File: config.mk
export PLATFORM = sky130hd
export DESIGN_NAME = dbus_arbiter
export DESIGN_NICKNAME = d
export VERILOG_FILES = /design/src/rtl/dbus_pkg.sv /design/src/rtl/dbus_wait_ctr.sv /design/src/rtl/dbus_arbiter.sv
export SDC_FILE = /design/constraint.sdc
export NUM_CORES = 1
export LEC_CHECK = 0
export CORE_AREA = 2 2 119 121
export CTS_BUF_LIST = sky130_fd_sc_hd__clkbuf_16
export CTS_CLUSTER_DIAMETER = 30
export CTS_CLUSTER_SIZE = 10
export DETAILED_ROUTE_END_ITERATION = 12
export DIE_AREA = 0 0 121 123
export PLACE_DENSITY_LB_ADDON = 0.08
export SYNTH_ARGS = -nofsm -noshare
export SYNTH_HDL_FRONTEND = slang
export SYNTH_SLANG_ARGS = --single-unit
export TNS_END_PERCENT = 30
File: constraint.sdc
create_clock -name CLK -period 2.1 [get_ports CLK]
set_clock_uncertainty 0.2 [all_clocks]
set_input_delay 0.315 -clock CLK [delete_from_list [all_inputs] [get_ports CLK]]
set_output_delay 0.315 -clock CLK [all_outputs]
set_load 0.01 [all_outputs]
File: src/rtl/dbus_pkg.sv
// Shared encodings and bus widths for the data-bus arbiter.
package dbus_pkg;

    localparam int ADDR_W = 30;
    localparam int DATA_W = 32;
    localparam int STB_W  = 4;

    typedef enum logic {
        OWN_CORE   = 1'b0,
        OWN_LOADER = 1'b1
    } owner_e;

    typedef enum logic [1:0] {
        RD_NONE   = 2'd0,
        RD_CORE   = 2'd1,
        RD_LOADER = 2'd2
    } rd_owner_e;

endpackage

File: src/rtl/dbus_wait_ctr.sv
// Saturating starvation counter: counts refused loader cycles up to MAX_WAIT.
module dbus_wait_ctr #(
    parameter int MAX_WAIT = 8,
    parameter int CNT_W    = 8
) (
    input  logic clk_i,
    input  logic srst_i,
    input  logic clr_i,
    input  logic inc_i,
    output logic at_max_o
);

    localparam logic [CNT_W-1:0] MAX_CNT = CNT_W'(MAX_WAIT);

    logic [CNT_W-1:0] cnt_q;
    logic [CNT_W-1:0] cnt_d;

    always_comb begin
        cnt_d = cnt_q;
        if (clr_i) begin
            cnt_d = '0;
        end else if (inc_i && (cnt_q != MAX_CNT)) begin
            cnt_d = cnt_q + CNT_W'(1);
        end
    end

    always_ff @(posedge clk_i) begin
        if (srst_i) begin
            cnt_q <= '0;
        end else begin
            cnt_q <= cnt_d;
        end
    end

    assign at_max_o = (cnt_q == MAX_CNT);

endmodule

File: src/rtl/dbus_arbiter.sv
// Two-master arbiter for the data-memory port: core has default priority,
// loader is forced in after a bounded wait or keeps the bus for locked bursts.
module dbus_arbiter
    import dbus_pkg::*;
#(
    parameter int MAX_WAIT = 8,
    parameter int CNT_W    = 8
) (
    input  logic              CLK,
    input  logic              RST,
    input  logic              C_REQ,
    input  logic [ADDR_W-1:0] C_ADDR,
    input  logic [DATA_W-1:0] C_WDATA,
    input  logic [STB_W-1:0]  C_WSTB,
    output logic              C_STALL,
    output logic [DATA_W-1:0] C_RDATA,
    output logic              C_RVALID,
    input  logic              L_REQ,
    input  logic [ADDR_W-1:0] L_ADDR,
    input  logic [DATA_W-1:0] L_WDATA,
    input  logic [STB_W-1:0]  L_WSTB,
    input  logic              L_LOCK,
    output logic              L_GNT,
    output logic [DATA_W-1:0] L_RDATA,
    output logic              L_RVALID,
    output logic              M_CE,
    output logic [ADDR_W-1:0] M_ADDR,
    output logic [DATA_W-1:0] M_DATAO,
    output logic [STB_W-1:0]  M_WSTB,
    input  logic [DATA_W-1:0] M_DATAI
);

    owner_e    owner_q, owner_d;
    rd_owner_e rd_owner_q, rd_owner_d;
    logic      l_gnt, c_gnt, at_max;

    dbus_wait_ctr #(
        .MAX_WAIT (MAX_WAIT),
        .CNT_W    (CNT_W)
    ) u_wait_ctr (
        .clk_i    (CLK),
        .srst_i   (RST),
        .clr_i    (l_gnt || !L_REQ),
        .inc_i    (L_REQ && !l_gnt),
        .at_max_o (at_max)
    );

    // Grants are forced low during reset so every output sits at its idle value.
    always_comb begin
        l_gnt      = 1'b0;
        c_gnt      = 1'b0;
        owner_d    = owner_q;
        rd_owner_d = RD_NONE;
        if (!RST) begin
            if (owner_q == OWN_LOADER) begin
                l_gnt = L_REQ;
            end else begin
                l_gnt = L_REQ && (!C_REQ || at_max);
                c_gnt = C_REQ && !l_gnt;
            end

            if (l_gnt) begin
                owner_d = L_LOCK ? OWN_LOADER : OWN_CORE;
            end else if (!L_REQ) begin
                owner_d = OWN_CORE;
            end

            if (l_gnt && (L_WSTB == '0)) begin
                rd_owner_d = RD_LOADER;
            end else if (c_gnt && (C_WSTB == '0)) begin
                rd_owner_d = RD_CORE;
            end
        end
    end

    always_ff @(posedge CLK) begin
        if (RST) begin
            owner_q    <= OWN_CORE;
            rd_owner_q <= RD_NONE;
        end else begin
            owner_q    <= owner_d;
            rd_owner_q <= rd_owner_d;
        end
    end

    always_comb begin
        M_CE    = 1'b0;
        M_ADDR  = '0;
        M_DATAO = '0;
        M_WSTB  = '0;
        if (l_gnt) begin
            M_CE    = 1'b1;
            M_ADDR  = L_ADDR;
            M_DATAO = L_WDATA;
            M_WSTB  = L_WSTB;
        end else if (c_gnt) begin
            M_CE    = 1'b1;
            M_ADDR  = C_ADDR;
            M_DATAO = C_WDATA;
            M_WSTB  = C_WSTB;
        end
    end

    assign C_STALL  = C_REQ && !c_gnt && !RST;
    assign L_GNT    = l_gnt;

    // A read issued just before reset is dropped, not replayed.
    assign C_RVALID = !RST && (rd_owner_q == RD_CORE);
    assign L_RVALID = !RST && (rd_owner_q == RD_LOADER);
    assign C_RDATA  = C_RVALID ? M_DATAI : '0;
    assign L_RDATA  = L_RVALID ? M_DATAI : '0;

endmodule

==> impl_metrics.ini, run 1 <==
[outcome]
status = complete, but fails checks
failed_checks = negative setup slack

[layout]
num_antenna_cells = 0
area_growth_pct = 228
final_nets = 722
drive_above_1_share_pct = 29.5
final_util_pct = 40.3

[placed_design]
gp_congestion = 0.806
place.port_buffers = 303
pre_cts_ws_ps = -682
dp_hpwl_mm = 9.97

[clocking]
clk_latency_ps = 240
cts.sinks = 11
cts_hold_buf = 0
htreeDepth = 1
clockRootBuffer = clkbuf_16
cts_buffer_depth = 2
cts_tree = built
clk_pin_slew_ps = 40
cts_made_buffers = 3

[die]
die-area_mm2 = 0.0149
rows = 43
core_mm2 = 0.0136
die_h_um = 123
die_w_um = 121
ios = 304
initial_utilization_pct = 12.3

[detailed_routing]
drt_iter0_drc = 48
wirelength_mm = 12.8
drtAntennaViolNets = 0
viasPerCell = 4.14
via_count = 3024
dr.pass1.iters = 4
wl_per_cell_um = 17.6
remaining_drc_errors = 0

[critical_path]
cp-startpoint = u_wait_ctr.cnt_q[4]
crit_required_ps = 1580
endpoint_kind = primary output
critPathKind = flop to primary output
reg2reg_slack_ps = 80
crit_arrival_ps = 2020
reg2reg_from = u_wait_ctr.cnt_q[4]
worstSetupStartpointType = flop
crit_fanout = 6

[sta]
setup_slack_ps = -435
finalMaxSlewViolations = 0
hold_viol = 0
rsz0062_at_grt = true
fin_crit_ps = 2540
worst_pin_slew_ps = 403
period_share_pct = 121
slew_headroom_pct = 72.9
fmax_mhz = 394
setup_viol = 68

[global_route]
antenna_found_initial = 0
grt_max_degree = 25
grt_pass1_vias = 3048
grt_usage_pct = 15.3
grt_pass1_wl_mm = 17.1
grt_overflow_total = 0

[yosys]
synth_cells = 212
synth_cell_types = 29
avgSynthCellArea_um2 = 7.87
yosysWarnings = 0
syn-num-nets = 383
synth_top_area_share_pct = 34.6
synth_area_mm2 = 0.00167
yosys-top-cells-area = a22o_1 35%, and2_1 25%, dfxtp_1 13%, buf_6 3.4%, buf_2 2.4%
yosysSeqAreaShare_pct = 13.2
yosysTopAreaCell = a22o_1
synth_seq_cells = 11

[power]
powerDensity_mw_per_mm2 = 248
peakVddDrop_mv = 0.195
total_leakage_power_nw = 2.60
total_power_mw = 1.36

[flow_run]
maxCapViolCount = 0

[worst_hold_path]
hold_path.class = flop to flop
hp-start = u_wait_ctr.cnt_q[0]
==> report_power, final <==
group | internal, mW | switching, mW
sequential | 0.212 | 0.00183
combinational | 0.536 | 0.263
clock | 0.250 | 0.0974
total | 0.998 | 0.362
==> metal layers <==
layer	GRT usage, %	vias to the layer above	share of wire [%]
met2	32.4	178	57
met1	13.5	1370	31
met3	4.75	11	10
li1	-	1465	-
met5	0	-	0
met4	4.22	0	1.7
==> cell families after synthesis <==
| family | after synthesis | synth area share, % |
|---|---|---|
| buffers and inverters | 24 | 8.47 |
| xor gates and xnor gates | 5 | 2.62 |
| adders and majority gates | 2 | 1.50 |
| AOI/OAI and AO/OA | 75 | 38.5 |
| DFF | 11 | 13.2 |
| and+or+nand+nor | 95 | 35.8 |
==> layout make-up <==
class / instances / area (µm²)
clock inverters: 1 / 3.75
repair buffers: 356 / 3550
multi-input cells: 177 / 1390
well taps: 180 / 225
flip-flops and latches: 11 / 226
inverters: 2 / 7.51
fillers: 1396 / 8130
clock buffers: 3 / 75.1
==> path summary, 6_finish.rpt <==
kind                            cells past startpoint                  end
worst max register to register                      9        rd_owner_q[0]
worst min-delay path                                2  u_wait_ctr.cnt_q[0]
worst min register to register                      2  u_wait_ctr.cnt_q[0]
worst max-delay path                                9            M_ADDR[4]
==> layout by cell type, fill, tap and decap left out, drive strengths merged, types with 4 or more instances in the layout <==
master         netlist  final
a22o                66     66
and2                68     68
buf                 14    125
clkbuf               8     11
clkdlybuf4s15        0     11
clkdlybuf4s50        0    167
dfxtp               11     11
dlygate4sd2          0     45
nor2                 9      9
xor2                 4      4
==> state kept, by name, indices dropped and copies added (netlist names) <==
| register | count |
|---|---|
| owner_q | 1 |
| rd_owner_q | 2 |
| u_wait_ctr.cnt_q | 8 |
==> worst max-delay path, stage by stage (launching register included) <==
cell and delay, ps:
dfxtp_2 330, nor4_4 300, buf_4 160, a41oi_2 90
nor2b_4 160, buf_12 130, buf_12 130, buf_16 130
a22o_1 200, buf_2 140
==> cell usage after synthesis <==
cell type	instances
a21oi_1	1
a21oi_2	1
a22o_1	66
a41oi_1	1
and2_1	68
and3_1	2
and4_1	1
buf_2	8
buf_4	1
buf_6	5
clkbuf_1	8
dfxtp_1	11
ha_1	2
inv_1	2
nand2_1	1
nand2b_1	2
nand3_2	1
nand4_1	1
nor2_1	9
nor2b_1	2
nor2b_2	1
nor3b_1	3
nor4_1	2
nor4_4	1
o2111ai_1	3
o21ai_0	3
or3_1	1
xnor2_1	1
xor2_1	4
==> timing repair <==
action,4_1_cts,5_1_grt
endpoints found under the setup margin,135,124
cloned,11,3
gates resized for setup,457,24
buffers inserted,19,2
pin swaps,23,15
==> through the flow <==
step	cell area, µm²	cells	TNS [ps]	hold WS, ps
after global placement	5040	695	-74460	304
after detailed placement	5040	695	-74310	317
after floorplan	1670	212	0	225
final	5480	730	-24960	296
after CTS	5440	727	-27300	299
after global routing	5480	730	-31490	320
Power figures use the tool's default switching activity.
==> run 2: changes to the inputs <==
--- a/config.mk
+++ b/config.mk
@@ -5,13 +5,15 @@
 export SDC_FILE = /design/constraint.sdc
 export NUM_CORES = 1
 export LEC_CHECK = 0
-export CORE_AREA = 2 2 119 121
+export CORE_AREA = 2 2 116 118
 export CTS_BUF_LIST = sky130_fd_sc_hd__clkbuf_16
 export CTS_CLUSTER_DIAMETER = 30
 export CTS_CLUSTER_SIZE = 10
 export DETAILED_ROUTE_END_ITERATION = 12
-export DIE_AREA = 0 0 121 123
+export DIE_AREA = 0 0 118 120
+export GPL_TIMING_DRIVEN = 0
 export PLACE_DENSITY_LB_ADDON = 0.08
+export SLEW_MARGIN = 30
 export SYNTH_ARGS = -nofsm -noshare
 export SYNTH_HDL_FRONTEND = slang
 export SYNTH_SLANG_ARGS = --single-unit
==> constraint.sdc (replaced) <==
create_clock -name CLK -period 2.5 [get_ports CLK]
set_clock_uncertainty 0.2 [all_clocks]
set_input_delay 0.375 -clock CLK [delete_from_list [all_inputs] [get_ports CLK]]
set_output_delay 0.375 -clock CLK [all_outputs]
set_load 0.01 [all_outputs]
==> impl_metrics.ini, run 2 (synthesis gave the netlist of run 1 again) <==
[sta]
worst_pin_slew_ps = 259
hold_viol = 0
fin_tns_setup_ps = -575
finalMaxSlewViolations = 0
slew_headroom_pct = 82.6
fmax_mhz = 395
hold_ws_ps = 235
fin_crit_ps = 2530
setup_viol = 38
rsz0062_at_grt = true
period_share_pct = 101
setup_slack_ps = -32.4

[layout]
top_register = u_wait_ctr.cnt_q
final_nets = 712
final_common_cell = clkdlybuf4s50_1
fin_area_mm2 = 0.00517
num_antenna_cells = 0
layoutNonFillerInstCount = 716
largest_reg_flops = 8
area_growth_pct = 210
final_util_pct = 39.9
most-common-layout-cells = 229 x clkdlybuf4s50_1, 68 x and2_1, 66 x a22o_1
top_regs = u_wait_ctr.cnt_q: 8 flops, rd_owner_q: 2 flops, owner_q: 1 flops
drive_above_1_share_pct = 23.3

[detailed_routing]
drtAntennaViolNets = 0
wirelength_mm = 11.2
wl_per_cell_um = 15.7
remaining_drc_errors = 0
drt_iter0_drc = 42
via_count = 2929
viasPerCell = 4.09
dr.pass1.iters = 4

[worst_hold_path]
hold_path.class = flop to flop
hp-start = u_wait_ctr.cnt_q[0]

[die]
core_mm2 = 0.0130
die_h_um = 120
ios = 304
die-area_mm2 = 0.0142
die_w_um = 118
initial_utilization_pct = 12.9
rows = 42

[global_route]
grt_pass1_wl_mm = 16.4
grt_usage_pct = 14.7
grt_overflow_total = 0
antenna_found_initial = 0
grt_pass1_vias = 3044
grt_max_degree = 11

[critical_path]
crit_slowest_cell = dfxtp_4
crit_chain = nor4_4 -> buf_4 -> a41oi_2 -> nor2b_4 -> buf_6 -> buf_6 -> a22o_1 -> buf_2
crit_top_cell = buf_6
crit_fanout = 10
worstSetupStartpointType = flop
cp-startpoint = u_wait_ctr.cnt_q[2]
cp_num_buf_inv = 4
reg2reg_from = u_wait_ctr.cnt_q[2]
max_stage_delay_ps = 350
crit_arrival_ps = 1960
endpoint_kind = primary output
crit_family = buffers and inverters
critPathKind = flop to primary output
crit_required_ps = 1920

[flow_run]
maxCapViolCount = 0

[placed_design]
dpl_cell_area_mm2 = 0.00491
gp_congestion = 0.778
pre_cts_ws_ps = -629
dp_hpwl_mm = 9.74
placedCellCount = 690
place.port_buffers = 302

[power]
total_leakage_power_nw = 2.27
powerDensity_mw_per_mm2 = 207
total_power_mw = 1.07
peakVddDrop_mv = 0.168

[clocking]
htreeDepth = 1
cts_buffer_depth = 2
cts_hold_buf = 0
cts_tree = built
clk_latency_ps = 240
clk_pin_slew_ps = 40
clockRootBuffer = clkbuf_16
cts.sinks = 11
cts_made_buffers = 3

[outcome]
status = complete, but fails checks
failed_checks = negative setup slack
## run 2: changes by cell type in the layout (fill, tap and decap cells not counted), sizes merged
cell,change
clkdlybuf4s50,+62
clkbuf,-3
dlymetal6s2s,+3
buf,-20
dlygate4sd2,-41
clkdlybuf4s15,-11
## run 2: layer usage
| metal | vias to the layer above | track usage (%) | wire length (µm) |
|---|---|---|---|
| li1 | 1444 | - | - |
| met1 | 1308 | 12.7 | 3470 |
| met2 | 171 | 31.8 | 6500 |
| met3 | 6 | 4.80 | 1130 |
| met4 | 0 | 3.24 | 106 |
| met5 | - | 0 | 0 |
## run 2: final timing paths
| kind | to | slack, ps | depth (start not counted) |
|---|---|---|---|
| setup / recovery | M_ADDR[7] | -30 | 8 |
| hold / removal | u_wait_ctr.cnt_q[0] | 230 | 1 |
| setup reg to reg | rd_owner_q[0] | 660 | 7 |
| hold reg to reg | u_wait_ctr.cnt_q[0] | 230 | 1 |
## run 2: final cells by class
| cell class | instances | area (µm²) |
|---|---|---|
| sequential | 11 | 231 |
| timing repair buffer | 325 | 3070 |
| multi-input combinational | 177 | 1360 |
| buffer | 21 | 206 |
| fill | 1374 | 7810 |
| inverter | 2 | 7.51 |
| clock buffer | 3 | 75.1 |
| clock inverter | 1 | 3.75 |
| tap | 176 | 220 |
## run 2: what timing repair did
item | 4_1_cts | 5_1_grt
setup buffers | 16 | 4
gates resized for setup | 337 | 25
cloned | 3 | 0
endpoints found under the setup margin | 134 | 87
hold endpoints to repair | 0 | 0
pin swaps | 9 | 5
## run 2: worst register-to-register path, stage by stage (launching register included)
cell	delay, ps
dfxtp_4	350
nor4_4	310
buf_4	160
a41oi_2	120
nor2b_4	170
buf_6	140
buf_8	130
and2_1	130
## run 2: where the power goes
group | leakage, nW | internal, mW | switching [mW] | total (mW)
Combinational | 2.14 | 0.408 | 0.198 | 0.606
Clock | 0.0423 | 0.210 | 0.0770 | 0.287
Sequential | 0.0919 | 0.176 | 0.00159 | 0.177
